**config.mk**
```make
export PLATFORM = sky130hd
export DESIGN_NAME = mem_bus_arbiter
export DESIGN_NICKNAME = d
export VERILOG_FILES = /design/src/rtl/mem_arb_pkg.sv /design/src/rtl/rr_picker.sv /design/src/rtl/mem_bus_arbiter.sv
export SDC_FILE = /design/constraint.sdc
export NUM_CORES = 1
export LEC_CHECK = 0
export ABC_AREA = 1
export BUFFER_PORTS_ARGS = -buffer_cell sky130_fd_sc_hd__buf_4
export CORE_MARGIN = 4
export CORE_UTILIZATION = 46
export CTS_CLUSTER_SIZE = 20
export DETAILED_ROUTE_END_ITERATION = 10
export GPL_TIMING_DRIVEN = 1
export PLACE_DENSITY = 0.76
export SKIP_LAST_GASP = 1
export SLEW_MARGIN = 15
export SYNTH_ARGS = -nofsm -noshare
export SYNTH_HDL_FRONTEND = slang
export SYNTH_SLANG_ARGS = --single-unit
```
**constraint.sdc**
```tcl
create_clock -name clk -period 2 [get_ports clk]
set_clock_uncertainty 0.2 [all_clocks]
set_input_delay 0.4 -clock clk [delete_from_list [all_inputs] [get_ports clk]]
set_output_delay 0.4 -clock clk [all_outputs]
set_load 0.1 [all_outputs]
```
**src/rtl/mem_arb_pkg.sv**
```systemverilog
// mem_arb_pkg: shared state encoding and default widths for the memory bus arbiter.
package mem_arb_pkg;
    typedef enum logic [1:0] {IDLE, GRANT, MEM_WAIT, DONE} arb_state_t;
    localparam int DEF_ADDR_W = 12;
    localparam int DEF_DATA_W = 8;
endpackage

```
**src/rtl/rr_picker.sv**
```systemverilog
// rr_picker: combinational round-robin pick of the first set request at or after ptr, with wrap.
module rr_picker #(
    parameter int N = 4,
    parameter int W = $clog2(N)
) (
    input  logic [N-1:0] req,
    input  logic [W-1:0] ptr,
    output logic         found,
    output logic [W-1:0] owner
);
    logic [W-1:0] idx;
    always_comb begin
        found = 1'b0;
        owner = '0;
        idx = ptr;
        for (int i = 0; i < N; i++) begin
            if (!found && req[idx]) begin
                found = 1'b1;
                owner = idx;
            end
            idx = (idx == W'(N - 1)) ? '0 : idx + 1'b1;
        end
    end
endmodule

```
**src/rtl/mem_bus_arbiter.sv**
```systemverilog
// mem_bus_arbiter: round-robin arbiter granting one cache at a time a single byte
// access on the main-memory port, with a per-transaction ack timeout.
module mem_bus_arbiter
    import mem_arb_pkg::*;
#(
    parameter int N_CORES     = 4,
    parameter int ADDR_W      = DEF_ADDR_W,
    parameter int DATA_W      = DEF_DATA_W,
    parameter int TIMEOUT_CYC = 255
) (
    input  logic                      clk,
    input  logic                      rst,
    input  logic [N_CORES-1:0]        req_arb,
    input  logic [N_CORES-1:0]        req_rw,
    input  logic [N_CORES*ADDR_W-1:0] req_addr,
    input  logic [N_CORES*DATA_W-1:0] req_wdata,
    output logic [N_CORES-1:0]        gnt_arb,
    output logic [N_CORES-1:0]        done,
    output logic [DATA_W-1:0]         rdata,
    output logic                      err,
    output logic                      mem_req,
    output logic                      mem_rw,
    output logic [ADDR_W-1:0]         mem_addr,
    output logic [DATA_W-1:0]         mem_wdata,
    input  logic [DATA_W-1:0]         mem_rdata,
    input  logic                      mem_ack
);
    localparam int OW = $clog2(N_CORES);

    arb_state_t        state, nxt;
    logic              found, rw_l, expire;
    logic [OW-1:0]     pick, owner, rr_ptr;
    logic [ADDR_W-1:0] addr_l;
    logic [DATA_W-1:0] wdata_l;
    logic [7:0]        cnt;

    rr_picker #(.N(N_CORES)) u_pick (
        .req  (req_arb),
        .ptr  (rr_ptr),
        .found(found),
        .owner(pick)
    );

    // ack in the expiry cycle takes the success path below
    assign expire = cnt == 8'(TIMEOUT_CYC - 1);

    always_comb begin
        nxt = state;
        case (state)
            IDLE:     nxt = found ? GRANT : IDLE;
            GRANT:    nxt = MEM_WAIT;
            MEM_WAIT: nxt = (mem_ack || expire) ? DONE : MEM_WAIT;
            default:  nxt = IDLE;
        endcase
    end

    always_ff @(posedge clk or negedge rst)
        if (!rst) state <= IDLE;
        else      state <= nxt;

    always_ff @(posedge clk or negedge rst) begin
        if (!rst) begin
            gnt_arb   <= '0;
            done      <= '0;
            err       <= 1'b0;
            rdata     <= '0;
            mem_req   <= 1'b0;
            mem_rw    <= 1'b0;
            mem_addr  <= '0;
            mem_wdata <= '0;
            owner     <= '0;
            rr_ptr    <= '0;
            rw_l      <= 1'b0;
            addr_l    <= '0;
            wdata_l   <= '0;
            cnt       <= '0;
        end else begin
            case (state)
                IDLE: if (found) begin
                    owner   <= pick;
                    rw_l    <= req_rw[pick];
                    addr_l  <= req_addr[pick*ADDR_W +: ADDR_W];
                    wdata_l <= req_wdata[pick*DATA_W +: DATA_W];
                    gnt_arb <= N_CORES'(1) << pick;
                end
                GRANT: begin
                    mem_req   <= 1'b1;
                    mem_rw    <= rw_l;
                    mem_addr  <= addr_l;
                    mem_wdata <= wdata_l;
                    cnt       <= '0;
                end
                MEM_WAIT: if (mem_ack) begin
                    mem_req <= 1'b0;
                    done    <= gnt_arb;
                    if (!mem_rw) rdata <= mem_rdata;
                end else if (expire) begin
                    mem_req <= 1'b0;
                    done    <= gnt_arb;
                    err     <= 1'b1;
                    rdata   <= '0;
                end else begin
                    cnt <= cnt + 8'd1;
                end
                default: begin
                    gnt_arb <= '0;
                    done    <= '0;
                    err     <= 1'b0;
                    rr_ptr  <= (owner == OW'(N_CORES - 1)) ? '0 : owner + 1'b1;
                end
            endcase
        end
    end
endmodule

```
After elaboration in Yosys (flattened, before gate mapping)
Cells that the tools add are included.

storage, ports and cells
  logic and storage cells = 106
  bits in registers = 74

cells by class
  multiply operators = 1
  multiplexer cells = 42
  shift-type cells = 3
  add/subtract/negate cells = 5
  magnitude comparators = 5
  bitwise operators = 2
  reduce and logical (&&, ||, !) cells = 20
  eq/ne operators = 13

operators with widths
  cell                   count
  $shiftx A48 B7 Y12     1
  $mux W8                5
  $shiftx A32 B6 Y8      1
  $mux W2                8
  $pmux W4 S2            2
  $pmux W8 S2            1
  $lt A2 B3 Y1 const B   5
  $mux W1                15
  $mux W4                3
  $bmux W1 S2            5
  $eq A2 B2 Y1 const B   5
  $ne A2 B2 Y1 const B   5
  $reduce_and A3 Y1      3
  $add A2 B1 Y2 const B  4
  $add A8 B1 Y8 const B  1
  $eq A8 B8 Y1 const B   1
  $reduce_and A2 Y1      4
  $pmux W2 S3            1
  $mul A2 B2 Y4 const B  1
  $pmux W1 S2            2
  $reduce_bool A2 Y1     2
  $reduce_or A2 Y1       2
  $shl A1 B2 Y4 const A  1
  $logic_and A1 B1 Y1    3
  other kinds (7)        10

Depth between registers and ports, before layout
  depth after elaboration = 15
  depth in mapped cells = 16

Cells and area by module
Synthesis repeated with hierarchy kept, for this count alone.

unflattened totals
  cell total of the unflattened synthesis = 501
  area, all modules = 3951.3 µm²

by module, submodules not included
  module           sequential area each (µm²)  instances  cells each  area an instance (µm²)
  mem_bus_arbiter  1851.8                      1          449         3656.0
  rr_picker        0.0                         1          52          295.3

Least setup slack after synthesis
No wires, ideal clock.

  kind = register to register
  from = register rr_ptr[1]
  to = register addr_l[3]
  cell stages (with the launch flop) = 15
  buffers on the path = 1
  setup slack = -124 ps
  arrival time = 1858 ps
  period minus slack after synthesis = 2124 ps
  cell sequence = dfrtp_1 ha_1 inv_2 nand2_1 nand2_1 nand2_1 nand2_1 nand3b_4 clkbuf_1 nand4_1 nand2_1 nand2_1 nand2_1 nand2_1 nand2_1

on the way
  longest elaborated chain between the ends = 14

ends and longest elaborated chain
  item                                                    RTL line                RTL
  start, declared                                         mem_bus_arbiter.sv:32   logic [OW-1:0] pick, owner, rr_ptr;
  start signal, assigned                                  mem_bus_arbiter.sv:109  rr_ptr <= (owner == OW'(N_CORES - 1)) ? '0 : owner + 1'b1;
  branches (longest 14 deep; another with $mul A2 B2 Y4)  -
  end signal, assigned                                    mem_bus_arbiter.sv:82   addr_l <= req_addr[pick*ADDR_W +: ADDR_W];
  end, declared                                           mem_bus_arbiter.sv:33   logic [ADDR_W-1:0] addr_l;

Parallel ways; which one is timed is not known. The select of a mux whose other input is x is not followed.
A chain may end at the register's enable or synchronous reset.

Worst setup path in the final report
  from = register rr_ptr[0]
  to = register wdata_l[2]

on the way
  longest elaborated chain between the ends = 13

ends and longest elaborated chain
  item                                                    RTL line               RTL
  branches (longest 13 deep; another with $add A2 B1 Y2)  -
  end signal, assigned                                    mem_bus_arbiter.sv:83  wdata_l <= req_wdata[pick*DATA_W +: DATA_W];
  end, declared                                           mem_bus_arbiter.sv:34  logic [DATA_W-1:0] wdata_l;

Parallel ways; which one is timed is not known. The select of a mux whose other input is x is not followed.

==> metrics.md <==
| Metric | Value |
|---|---|
| Status | finished with violations |
| Failing checks | negative setup slack |
| Synth Warn # | 0 |
| CTS tree | done |
| CTS Buf Count | 9 |
| DR WL/cell | 14.9 um |
| RSZ-0062 raised after global routing | yes |
| Initial cell density of the core | 48.1% |
| Site row count | 34 |
| Largest net degree at the start of global routing | 47 |
| Worst Setup Slack, final | -0.253 ns |
| Clk buf depth | 2 |
| Slew Viols, Final | 0 |
| Number of vias per cell | 5.27 |
| Number of global-route vias before repair | 4,426 |
| FF+latch area | 0.00185 mm2 |
| First drt pass iteration count | 4 |
| Slack of the worst reg-to-reg path | -0.25 ns |
| Mapped Cells | 561 |
| Final net count | 821 |
| Area leader, netlist | dfrtp_1 |
| Commonest non-fill, non-tap cell in the layout | nand2_1 |
| Routability cong. | 0.841 |
| Top cells by area, synth | dfrtp_1 (43%), nand2_1 (22%), nand4_1 (6.4%) |
| Hpwl dp | 9150 um |
| Hold Violations, Final | 0 |
| Root Buffer | clkbuf_8 |
| Synthesized flop and latch total | 74 |
| DIE AREA | 0.0109 mm2 |
| Vert. Die Dim | 104 um |
| Port bufs | 137 |
| Reg clk slew, reported paths | 0.07 ns |
| Core area | 0.00889 mm2 |
| Hold/Removal Path Class | in2reg |
| CP Class | reg2reg |
| Max_cap viols | 0 |
| Initial drt markers | 193 |
| Crit path DAT | 2.33 ns |
| CP Max Fanout | 10 |
| Max_slew headroom | 74.3% |
| Post-Place Cell Area | 0.00562 mm2 |
| Die W | 104 um |
| Synth top area share | 43.3% |
| Fin crit share | 113% |
| CP Capture Type | register |
| First-pass GRT wire length | 20,600 um |
| Placed Cells | 803 |
| Fin area | 0.00606 mm2 |
| Hold Path Depth | 3 |
| Drt total wl | 12,300 um |
| WP data required | 2.07 ns |
| Worst skew pair latency | 0.33 ns |
| Mapped Area | 0.00428 mm2 |
| Antenna cells | 0 |
| Layout cells sized above 1 | 36.4% |
| Fill count | 728 |
| Total gr overflow | 0 |
| DRT antenna net count | 0 |
| F_max | 444 MHz |
| Antenna violations before repair | 0 |
| Final setup fails | 28 |
| Finished Core Util | 68.2% |
| Final std cells w/o fill | 825 |
| Via count | 4,351 |
| Most frequent cells in the layout | nand2_1 (239), buf_4 (153), dfrtp_1 (73), nand4_1 (44), inv_1 (33) |
| Sink Count | 74 |
| Tmin final | 2.25 ns |
| Synth-to-layout area growth | 41.8% |
| DRC Markers | 0 |
| Ports | 138 |
| Synthesized area per cell | 7.63 um2 |
| Footprint of the multi-input gates | 0.00227 mm2 |
| Overall Global Routing Usage | 22.7% |
| Yosys cell types | 31 |
| CP Launch Type | register |
| Sequential area share after synthesis | 43.3% |
| Worst Tran Pin Value | 0.386 ns |
| Syn Nets | 668 |
| Depth of the CTS H-tree | 3 |
| Worst reg-to-reg path cell count | 15 |
what timing repair did:
item,CTS,global route
cloned,0,2
pin swaps,1,6
setup buffers,0,5
resized for setup,12,39
hold buffers,1,0
hold endpoints to repair,28,0
endpoints found under the setup margin,27,41
flip-flops by register name, summed over array words and instances (netlist names):
signal and count:
addr_l 12, cnt 8, done 4, err 1, gnt_arb 4, mem_addr 12
mem_req 1, mem_rw 1, mem_wdata 8, owner 2, rdata 8, rr_ptr 2
rw_l 1, state 2, wdata_l 8
cell usage after synthesis:
library cell	number
nand3_2	4
inv_1	37
ha_1	8
dfrtp_1	74
buf_2	14
nand3b_4	1
o21ai_0	18
nor2_4	2
a21oi_1	7
nand2_1	253
clkbuf_1	11
buf_4	4
inv_4	1
nor3_1	2
inv_2	6
a21oi_2	1
nor2_1	10
mux2_2	21
nand2_2	5
nand3_4	1
nand4_1	44
nand3_1	18
a31oi_1	1
nand4_4	1
nand2_4	1
buf_6	1
o22ai_1	6
nor2_8	1
nor4_1	2
nor3b_1	1
o21ai_1	5
metrics by stage:
stage	setup slack, ns	TNS, ns	hold slack [ns]
after detailed placement	-0.263	-5.74	0.152
after floorplan	-0.0331	-0.631	-0.0956
final	-0.253	-5.54	0.115
after CTS	-0.208	-4.22	0.0990
after global placement	-0.165	-3.30	0.146
after global routing	-0.416	-9.32	0.120
routing by layer:
metal	global-route usage, %	routed length, um	part of all wire [%]
met2	38.6	6130	50
met4	6.17	220	1.8
met3	5.96	981	8.0
met1	28.5	4980	40
met5	0	0	0
area by class of cell:
type                    count  area share, %
repair buffers            172           23.5
well taps                 108           2.23
clock buffers              11           2.33
multi-input cells         413           37.4
flip-flops and latches     74           30.6
inverters                  44           2.97
clock inverters             3           1.07
worst max-delay path, cell delays in order (launching register included):
cell and delay, ns:
dfrtp_2 0.45, ha_4 0.33, inv_6 0.05, nand3_4 0.06, nand2_4 0.08, nor2_8 0.15, buf_4 0.15, inv_2 0.03
o21ai_2 0.12, inv_2 0.06, nand2_4 0.10, buf_4 0.18, nand2_1 0.06, nand2_1 0.06, nand2_1 0.06, nand2_1 0.06
cells by family after synthesis:
| kind of cell | after synthesis | share of synthesized area (%) |
|---|---|---|
| AOI/OAI and AO/OA | 38 | 4.74 |
| adders and majority gates | 8 | 2.34 |
| buffers and inverters | 74 | 7.49 |
| DFF | 74 | 43.3 |
| muxes | 21 | 5.53 |
| and+or+nand+nor | 346 | 36.6 |
final timing paths:
check / startpoint / endpoint
min reg2reg: addr_l[7]$_DFFE_PN0P_ / addr_l[7]$_DFFE_PN0P_
max reg2reg: rr_ptr[0]$_DFFE_PN0N_ / wdata_l[2]$_DFFE_PN0P_
max: rr_ptr[0]$_DFFE_PN0N_ / wdata_l[2]$_DFFE_PN0P_
max in group asynchronous: rst / rr_ptr[0]$_DFFE_PN0N_
min: mem_rdata[6] / rdata[6]$_DFFE_PN0P_
min in group asynchronous: rst / rdata[0]$_DFFE_PN0P_
Power is left out: the tool's default activity adds up to more than one toggle a clock period on the data nets, which glitch-free logic cannot reach.
